`src/rtl/usb_rx_fifo.sv`:
```
// usb_rx_fifo: first-word-fall-through byte FIFO from usb_uart to the vt52 consumer.
// Registered level drives every status output; a stall counter flags a stuck producer.
module usb_rx_fifo #(
  parameter int DEPTH       = 64,
  parameter int AFULL_LEVEL = 48
) (
  input  logic                     clk_48mhz,
  input  logic                     reset_n,
  input  logic                     flush,
  input  logic [7:0]               in_data,
  input  logic                     in_valid,
  output logic                     in_ready,
  output logic [7:0]               out_data,
  output logic                     out_valid,
  input  logic                     out_ready,
  output logic [$clog2(DEPTH):0]   level,
  output logic                     almost_full,
  output logic                     overrun
);

  localparam int AW = $clog2(DEPTH);
  localparam int CW = 20;
  localparam logic [AW:0]   FULL_LVL = (AW+1)'(DEPTH);
  localparam logic [AW:0]   AF_LVL   = (AW+1)'(AFULL_LEVEL);
  localparam logic [CW-1:0] OVR_TH   = CW'(DEPTH * 1024);
  localparam logic [CW-1:0] CNT_MAX  = '1;

  logic [7:0]    r_mem [DEPTH];
  logic [AW-1:0] r_wr_ptr;
  logic [AW-1:0] r_rd_ptr;
  logic [AW:0]   r_level;
  logic          r_init;
  logic [CW-1:0] r_stall;
  logic          r_overrun;

  logic          w_full;
  logic          w_push;
  logic          w_pop;
  logic [CW-1:0] w_stall_nx;

  assign w_full      = (r_level == FULL_LVL);
  assign in_ready    = r_init & ~w_full;
  assign out_valid   = (r_level != '0);
  assign almost_full = (r_level >= AF_LVL);
  assign level       = r_level;
  assign overrun     = r_overrun;
  // Gated so stale or never-written storage cannot leak out while empty
  assign out_data    = out_valid ? r_mem[r_rd_ptr] : 8'h00;

  assign w_push = in_valid & in_ready;
  assign w_pop  = out_valid & out_ready;

  always_ff @(posedge clk_48mhz) begin
    if (w_push && !flush) begin
      r_mem[r_wr_ptr] <= in_data;
    end
  end

  always_ff @(posedge clk_48mhz or negedge reset_n) begin
    if (!reset_n) begin
      r_init <= 1'b0;
    end else begin
      r_init <= 1'b1;
    end
  end

  always_ff @(posedge clk_48mhz or negedge reset_n) begin
    if (!reset_n) begin
      r_wr_ptr <= '0;
      r_rd_ptr <= '0;
      r_level  <= '0;
    end else if (flush) begin
      r_wr_ptr <= '0;
      r_rd_ptr <= '0;
      r_level  <= '0;
    end else begin
      if (w_push) begin
        r_wr_ptr <= r_wr_ptr + AW'(1);
      end
      if (w_pop) begin
        r_rd_ptr <= r_rd_ptr + AW'(1);
      end
      if (w_push && !w_pop) begin
        r_level <= r_level + (AW+1)'(1);
      end else if (w_pop && !w_push) begin
        r_level <= r_level - (AW+1)'(1);
      end
    end
  end

  always_comb begin
    w_stall_nx = r_stall;
    if (in_valid && w_full) begin
      if (r_stall != CNT_MAX) begin
        w_stall_nx = r_stall + CW'(1);
      end
    end else if (in_ready) begin
      w_stall_nx = '0;
    end
  end

  always_ff @(posedge clk_48mhz or negedge reset_n) begin
    if (!reset_n) begin
      r_stall   <= '0;
      r_overrun <= 1'b0;
    end else if (flush) begin
      r_stall   <= '0;
      r_overrun <= 1'b0;
    end else begin
      r_stall <= w_stall_nx;
      if (w_stall_nx >= OVR_TH) begin
        r_overrun <= 1'b1;
      end
    end
  end

endmodule

```
`config.mk`:
```
export PLATFORM = sky130hd
export DESIGN_NAME = usb_rx_fifo
export DESIGN_NICKNAME = d
export VERILOG_FILES = /design/src/rtl/usb_rx_fifo.sv
export SDC_FILE = /design/constraint.sdc
export NUM_CORES = 1
export LEC_CHECK = 0
export CORE_ASPECT_RATIO = 0.8
export CORE_MARGIN = 2
export CORE_UTILIZATION = 41
export CTS_CLUSTER_DIAMETER = 80
export CTS_CLUSTER_SIZE = 40
export DETAILED_ROUTE_END_ITERATION = 10
export PLACE_DENSITY = 0.6
export SLEW_MARGIN = 30
export SYNTH_ARGS = -nofsm -noshare
export SYNTH_HDL_FRONTEND = slang
export SYNTH_SLANG_ARGS = --single-unit
```
`constraint.sdc`:
```
create_clock -name clk_48mhz -period 3.7 [get_ports clk_48mhz]
set_input_delay 0.925 -clock clk_48mhz [delete_from_list [all_inputs] [get_ports clk_48mhz]]
set_output_delay 0.925 -clock clk_48mhz [all_outputs]
set_load 0.005 [all_outputs]
```
======== Word level (Yosys, flattened, before mapping) ========
Memory sizes are Yosys's and may differ from the RTL's.
Cells that the tools add are included.
word-level totals
  register bits after elaboration ......... 41
  bits in latches ......................... 0
  memory bits (writable) .................. 512
  ROM bits ................................ 0
  input port bits ......................... 13
  word-level logic and storage cells ...... 48
  memories kept ........................... 1
memory list
  memory  depth  bits a word  rd ports  clocked after Yosys merged registers in  wr ports  RTL line  RTL
  r_mem   64     8            1         0                                        1         28        logic [7:0] r_mem [DEPTH];
operators by class
  add/subtract/negate cells ............... 5
  multipliers ............................. 0
  divide/modulo/power cells ............... 0
  magnitude comparators ................... 2
  equal/unequal tests ..................... 2
  shift-type cells ........................ 0
  muxes and demuxes ....................... 16
  bitwise gates (word level) .............. 4
  reduce and logical (&&, ||, !) cells .... 12
operators by type and width
  cell                                                                     number
  20-bit 2-to-1 mux                                                        4
  6-bit 2-to-1 mux                                                         4
  7-bit 2-to-1 mux                                                         3
  20-bit by 1-bit adder with 20-bit output, second input constant          1
  20-bit by 17-bit >= comparator with 1-bit output, second input constant  1
  20-bit != test, second input constant                                    1
  6-bit by 1-bit adder with 6-bit output, second input constant            2
  8-bit 2-to-1 mux                                                         1
  7-bit by 1-bit adder with 7-bit output, second input constant            1
  7-bit == test, second input constant                                     1
  7-bit by 6-bit >= comparator with 1-bit output, second input constant    1
  7-bit nonzero test                                                       1
  7-bit by 1-bit subtractor with 7-bit output, second input constant       1
  2-bit nonzero test                                                       3
  1-bit logical AND                                                        4
  1-bit 2-to-1 mux                                                         4
  1-bit bitwise AND                                                        3
  1-bit logical NOT                                                        3
  3-bit nonzero test                                                       1
  1-bit NOT                                                                1

======== Logic depth before layout (Yosys ltp) ========
Gate-level depths: netlist of the first run.
  depth in word-level cells ............... 9
  mapped depth ............................ 11

======== Least setup slack after synthesis of the first run ========
No wires, ideal clock.
  path type ............................... input -> register
  from .................................... in in_valid
  to ...................................... reg r_level[6], in the netlist level[6]
  data arrival time ....................... 3,060 ps
  required time ........................... 3,575 ps
  slack ................................... 515 ps
  stages on the path ...................... 10
  cells stage by stage .................... nand2_1 > a31oi_1 > nand2b_1 > ha_1 > nor2b_1 > nor3_1 > o21bai_1 > a21oi_1 > mux2i_1 > mux2_2
between the ends
  cells in the longest elaborated chain, start to end .. 4
ends and longest elaborated chain
  what                                                           RTL line  RTL
  from (decl)                                                    11        input logic in_valid,
  1-bit bitwise AND (*)                                          50        assign w_push = in_valid & in_ready;
  1-bit logical AND / 1-bit logical NOT (equally long branches)  83, 85
  7-bit 2-to-1 mux / 1-bit logical AND (equally long branches)   83, 85
  7-bit 2-to-1 mux / 3-bit nonzero test (equally long branches)  n/a
  to (signal assigned)                                           84        r_level <= r_level + (AW+1)'(1);
  to (signal assigned)                                           86        r_level <= r_level - (AW+1)'(1);
  to (decl)                                                      31        logic [AW:0] r_level;
Mark *: on every way between the ends. The rest lies on a longest branch, timed or not.
A chain may end at the register's enable or synchronous reset.

======== Final worst setup path of the first run ========
  from .................................... reg r_rd_ptr[0]
  to ...................................... out out_data[7]
between the ends
  cells in the longest elaborated chain, start to end .. 2
ends and longest elaborated chain
  what                    RTL line  RTL
  from (decl)             30        logic [AW-1:0] r_rd_ptr;
  from (signal assigned)  81        r_rd_ptr <= r_rd_ptr + AW'(1);
  memory 64 x 8 bit       n/a
  8-bit 2-to-1 mux        48        assign out_data = out_valid ? r_mem[r_rd_ptr] : 8'h00;
  to (decl)               13        output logic [7:0] out_data,
Every way passes these cells.

==> impl_metrics.yaml, run 1 <==
status:
  status: "finished, violations left"
  violations: "negative setup slack"
final_layout:
  multi_input_area_mm2: 0.00615
  layout_commonest_cell: "edfxtp_1"
  n_antenna_cell: 0
  mostFrequentLayoutCells: "512 x edfxtp_1, 155 x buf_4, 128 x mux4_2"
  final_cells: 2104
  ff_latch_area_mm2: 0.0164
  final_nets: 1409
  fill_cells: 4419
  final_area_mm2: 0.0266
  layout-drive-gt1-share: 0.341
  fin_util: 0.492
  syn_to_final_growth_pct: 18.2
pwr:
  clkPwrFrac: 0.244
  combPwrFrac: 0.272
  p_int_mw: 10.4
  p_leak_nw: 8.51
  vdd_drop_max_mv: 0.378
  seqPwrFrac: 0.484
  p_sw_mw: 4.00
  power_mw: 14.4
  swShare: 0.278
  power_density_mw_per_mm2: 541
synthesis:
  syn_inst: 1198
  synth_cell_types: 63
  synth_async_sr_flop_share: 0.0741
  ys_ff_latch: 553
  synth_nets: 1221
  synth.cell_area_mm2: 0.0225
  synthFlopType: "edfxtp_1"
  synth_area_per_cell_um2: 18.8
  yosysTopAreaCell: "edfxtp_1"
  ys_top_cells_by_area: "edfxtp_1 68%, mux4_2 13%, dfrtp_1 4.6%"
  synth-edff-count: 512
  ys_warn_count: 0
  seq_area_frac_synth: 0.729
  synth.top_cell.area_share: 0.683
cts:
  root_buffer: "clkbuf_16"
  cts_tree: "built"
  worstSkewPairLatency_ns: 0.59
  cts_sinks: 553
  cts_htree_levels: 1
  clk_pin_slew_ns: 0.13
  tritoncts.num_buffers: 23
  ctsHoldBuffers: 0
  clockBufferDepth: 3
placement:
  placed_cells: 2028
  dp_hpwl_mm: 33.7
  gp_congestion: 0.856
  placed_area_mm2: 0.0247
  place_ws_ns: -0.367
  numPortBuffers: 31
critical_path:
  cp.required_ns: 2.77
  end_kind: "output pin"
  crit_path_start_kind: "register"
  critPathMaxFanout: 7
  worst_ep_arrival_time_ns: 3.21
  critPathKind: "register to output pin"
timing:
  finalHoldViolCount: 0
  period_needed_ns: 4.14
  postLayoutSetupSlackWorst_ns: -0.436
  period_share: 1.12
  whs_ns: 0.320
  skew_ns: 0.0230
  slew_headroom: 0.461
  slew_violations: 0
  rsz0062_at_grt: "yes"
  setup_viol: 8
  tightest_slew_ns: 0.809
  max_clock_freq_ghz: 0.242
  setup_tns_ns: -3.37
global_route:
  grt_pass1_vias: 12002
  grt_usage: 0.188
  grt_overflow: 0
  grt_max_degree: 65
  antenna_found_initial: 0
  grt_pass1_wl_mm: 78.8
floorplan:
  num_rows: 76
  dieArea_mm2: 0.0568
  start_util: 0.417
  dieWidth_um: 266
  io_pins: 32
  dieHeight_um: 214
  coreArea_mm2: 0.0540
route:
  drt-total-wl_mm: 52.8
  first_pass_iters: 7
  postRouteAntennaNets: 0
  drc: 0
  dr_total_vias: 11913
  wl_per_cell_um: 25.1
  drt_iter0_drc: 1189
  via_per_inst: 5.66
job:
  max_cap_viol_count: 0
worst_hold_path:
  hold_class: "primary input to async pin"
## critical path, stage by stage (launching register included)
cell and delay (ns):
dfrtp_4 0.58, buf_12 0.17, buf_6 0.09, mux4_2 0.49, nor2b_4 0.15, a211oi_4 0.28, buf_6 0.16, a211oi_4 0.04
or4_1 0.50, buf_2 0.15
## flip-flops by register name, summed over array words and instances, names as in the netlist
register / flops
overrun: 1
r_init: 1
level: 7
r_wr_ptr: 6
r_mem: 512
r_rd_ptr: 6
r_stall: 20
## power by group through the flow
stage	Combinational, mW	Clock [mW]	Sequential, mW
2_1_floorplan	1.89	0	7.07
3_3_place_gp	3.22	0	7.08
3_5_place_dp	3.23	0	7.08
4_1_cts	3.90	3.59	6.95
5_1_grt	4.17	3.81	6.96
6_report	3.91	3.51	6.95
## cell type report
cell class	count	share of cell area
clock buffers	24	0.0218
flip-flops and latches	553	0.617
clock inverters	17	0.0112
repair buffers	231	0.0846
well taps	702	0.0330
inverters	7	0.000988
multi-input cells	570	0.231
## Yosys cell counts, types with 3 or more instances
cell and number:
nand4_1 13, and2_1 5, and4_1 4, nor2_1 95, or3_1 7, xor2_1 9
edfxtp_1 512, buf_1 11, nand3_1 18, nor2b_1 35, buf_4 3, nand2_1 38
a31oi_1 3, mux2_2 3, o21ai_0 8, nand3b_1 9, and3_1 5, o31ai_1 5
mux2i_1 36, xnor2_1 8, a211oi_1 66, nand2b_1 3, dfrtp_1 41, a21oi_1 14
or4_1 9, clkbuf_1 34, mux4_2 128, buf_6 7, nor4_1 6, buf_2 11
ha_1 9, inv_1 6
## routing by layer
metal / vias up / global-route usage / part of all wire
li1: 5210 / - / -
met1: 6268 / 0.298 / 0.48
met2: 378 / 0.281 / 0.44
met3: 57 / 0.0258 / 0.055
met4: 0 / 0.0322 / 0.018
met5: - / 0 / 0
## cell families after synthesis
| family | count (synthesis) | share of synthesized area |
|---|---|---|
| DFF | 553 | 0.729 |
| and+or+nand+nor | 261 | 0.0596 |
| muxes | 168 | 0.146 |
| AOI/OAI and AO/OA | 113 | 0.0357 |
| buffers and inverters | 75 | 0.0170 |
| xor gates and xnor gates | 17 | 0.00662 |
| adders and majority gates | 10 | 0.00590 |
| other | 1 | 0.000167 |
## repair_timing
item | in CTS | in global routing
pin swaps | 46 | 5
setup buffers | 35 | 1
endpoints found under the setup margin | 8 | 8
gates resized for setup | 156 | 8
cloned | 3 | 0
## worst paths after layout
kind | start | end | slack (ns) | depth (start not counted)
setup / recovery | r_rd_ptr[0]$_DFFE_PN0P_ | out_data[7] | -0.44 | 9
hold / removal | reset_n | level[5]$_DFFE_PN0P_ | 0.32 | 1
setup reg to reg | level[2]$_DFFE_PN0P_ | r_mem[32][4]$_DFFE_PP_ | 0.63 | 10
hold reg to reg | r_stall[15]$_DFF_PN0_ | r_stall[15]$_DFF_PN0_ | 0.52 | 1
max in group asynchronous | reset_n | r_rd_ptr[1]$_DFFE_PN0P_ | 2.92 | 1
min in group clk_48mhz | r_stall[15]$_DFF_PN0_ | r_stall[15]$_DFF_PN0_ | 0.52 | 1
Note: power is estimated with default switching activity, not from simulation.
==> run 2: changes to the inputs <==
CORE_ASPECT_RATIO = 0.75   (was 0.8)
==> run 2 against run 1 <==
  * Wire length up 0.67%
  * Largest power group unchanged
  * The run still ends with negative setup slack left
  * Core utilization down 0.30 points
  * Clock power up 5%
  * Largest cell class unchanged
  * Register-to-register slack better by 0.09 ns
  * Clock skew up 0.011 ns
==> impl_metrics.yaml, run 2 (synthesized netlist as in run 1, its figures left out) <==
route:
  drt-total-wl_mm: 53.2
  postRouteAntennaNets: 0
  drc: 0
  drt_iter0_drc: 1340
  dr_total_vias: 12003
  via_per_inst: 5.64
  wl_per_cell_um: 25.0
  first_pass_iters: 5
critical_path:
  worst_ep_arrival_time_ns: 3.21
  path_cells: "buf_6 > buf_16 > mux4_2 > nor2b_1 > a211oi_4 > a211oi_4 > or4_4 > buf_2"
  cp.required_ns: 2.77
  cp_slowest_cell: "or4_4"
  critPathKind: "register to output pin"
  end_kind: "output pin"
  cpMostUsedCell: "a211oi_4"
  critPathMaxFanout: 7
  cpPeakStageDelay_ns: 0.56
  crit_path_start_kind: "register"
  r2r_cells: 13
global_route:
  grt_pass1_wl_mm: 79.0
  grt_overflow: 0
  grt_pass1_vias: 11822
  grt_usage: 0.190
  antenna_found_initial: 0
  grt_max_degree: 65
floorplan:
  dieArea_mm2: 0.0568
  io_pins: 32
  dieHeight_um: 207
  num_rows: 74
  start_util: 0.414
  coreArea_mm2: 0.0543
  dieWidth_um: 274
final_layout:
  multi_input_area_mm2: 0.00607
  largest_reg_flops: 512
  syn_to_final_growth_pct: 18.2
  top_register: "r_mem"
  layout-drive-gt1-share: 0.331
  final_nets: 1411
  mostFrequentLayoutCells: "512 x edfxtp_1, 162 x buf_4, 128 x mux4_2"
  layout_commonest_cell: "edfxtp_1"
  final_cells: 2128
  fill_cells: 4395
  ff_latch_area_mm2: 0.0164
  n_antenna_cell: 0
cts:
  root_buffer: "clkbuf_16"
  worstSkewPairLatency_ns: 0.61
  cts_tree: "built"
  tritoncts.num_buffers: 24
  cts_sinks: 553
  ctsHoldBuffers: 0
  clk_pin_slew_ns: 0.13
  cts_htree_levels: 1
  clockBufferDepth: 3
placement:
  numPortBuffers: 31
  placed_cells: 2049
  place_ws_ns: -0.246
  dp_hpwl_mm: 34.0
  gp_congestion: 0.832
job:
  max_cap_viol_count: 0
timing:
  max_clock_freq_ghz: 0.242
  slew_headroom: 0.380
  skew_ns: 0.0336
  period_needed_ns: 4.13
  rsz0062_at_grt: "yes"
  postLayoutSetupSlackWorst_ns: -0.433
  period_share: 1.12
  setup_tns_ns: -3.20
  slew_violations: 0
  whs_ns: 0.297
  finalHoldViolCount: 0
  tightest_slew_ns: 0.930
  setup_viol: 8
worst_hold_path:
  hold_class: "primary input to async pin"
status:
  violations: "negative setup slack"
  status: "finished, violations left"
pwr:
  p_leak_nw: 8.49
  vdd_drop_max_mv: 0.328
  power_density_mw_per_mm2: 543
-- run 2: repair_timing --
action	in CTS	in global routing
resized for setup	113	32
endpoints found under the setup margin	8	8
setup buffers	24	11
pin swaps	31	20
gates cloned	6	0
hold endpoints to repair	0	0
-- run 2: worst paths after layout --
| path | startpoint | slack (ns) | end |
|---|---|---|---|
| max reg2reg | level[0]$_DFFE_PN0P_ | 0.72 | level[6]$_DFFE_PN0P_ |
| max | r_rd_ptr[0]$_DFFE_PN0P_ | -0.43 | out_data[2] |
| min | reset_n | 0.30 | level[5]$_DFFE_PN0P_ |
| min reg2reg | r_stall[15]$_DFF_PN0_ | 0.51 | r_stall[15]$_DFF_PN0_ |
| min in group clk_48mhz | r_stall[15]$_DFF_PN0_ | 0.51 | r_stall[15]$_DFF_PN0_ |
| max in group asynchronous | reset_n | 2.97 | r_rd_ptr[1]$_DFFE_PN0P_ |
-- run 2: power by group --
part / switching [mW] / internal, mW / leakage [nW]
logic: 1.72 / 2.11 / 2.88
registers: 0.0744 / 6.87 / 5.16
clock network: 2.26 / 1.41 / 0.451
total: 4.05 / 10.4 / 8.49
-- run 2: area by class of cell --
cell class,count,area share
tap,722,0.0340
sequential,553,0.617
multi-input combinational,570,0.228
clock buffer,25,0.0227
clock inverter,19,0.0131
inverter,7,0.000988
timing repair buffer,232,0.0839
-- run 2: per-stage QoR --
stage	util	power, mW	area (um^2)
2_1_floorplan	-	8.96	22500
3_3_place_gp	0.456	10.2	24800
3_5_place_dp	0.456	10.3	24800
4_1_cts	0.487	14.5	26500
5_1_grt	0.489	15.0	26600
6_report	0.489	14.4	26600
-- run 2: per-layer routing --
layer  track usage  part of all wire
met1         0.302              0.48
met2         0.284              0.45
met3        0.0237             0.057
met4        0.0349             0.019
met5             0                 0
-- run 2: worst max-delay path: cells and delay by family, from the launching register on --
kind / cells / cell delay [ns]
and+or+nand+nor: 2 / 0.73
muxes: 1 / 0.52
DFF: 1 / 0.52
AOI/OAI and AO/OA: 2 / 0.31
buffers and inverters: 3 / 0.50
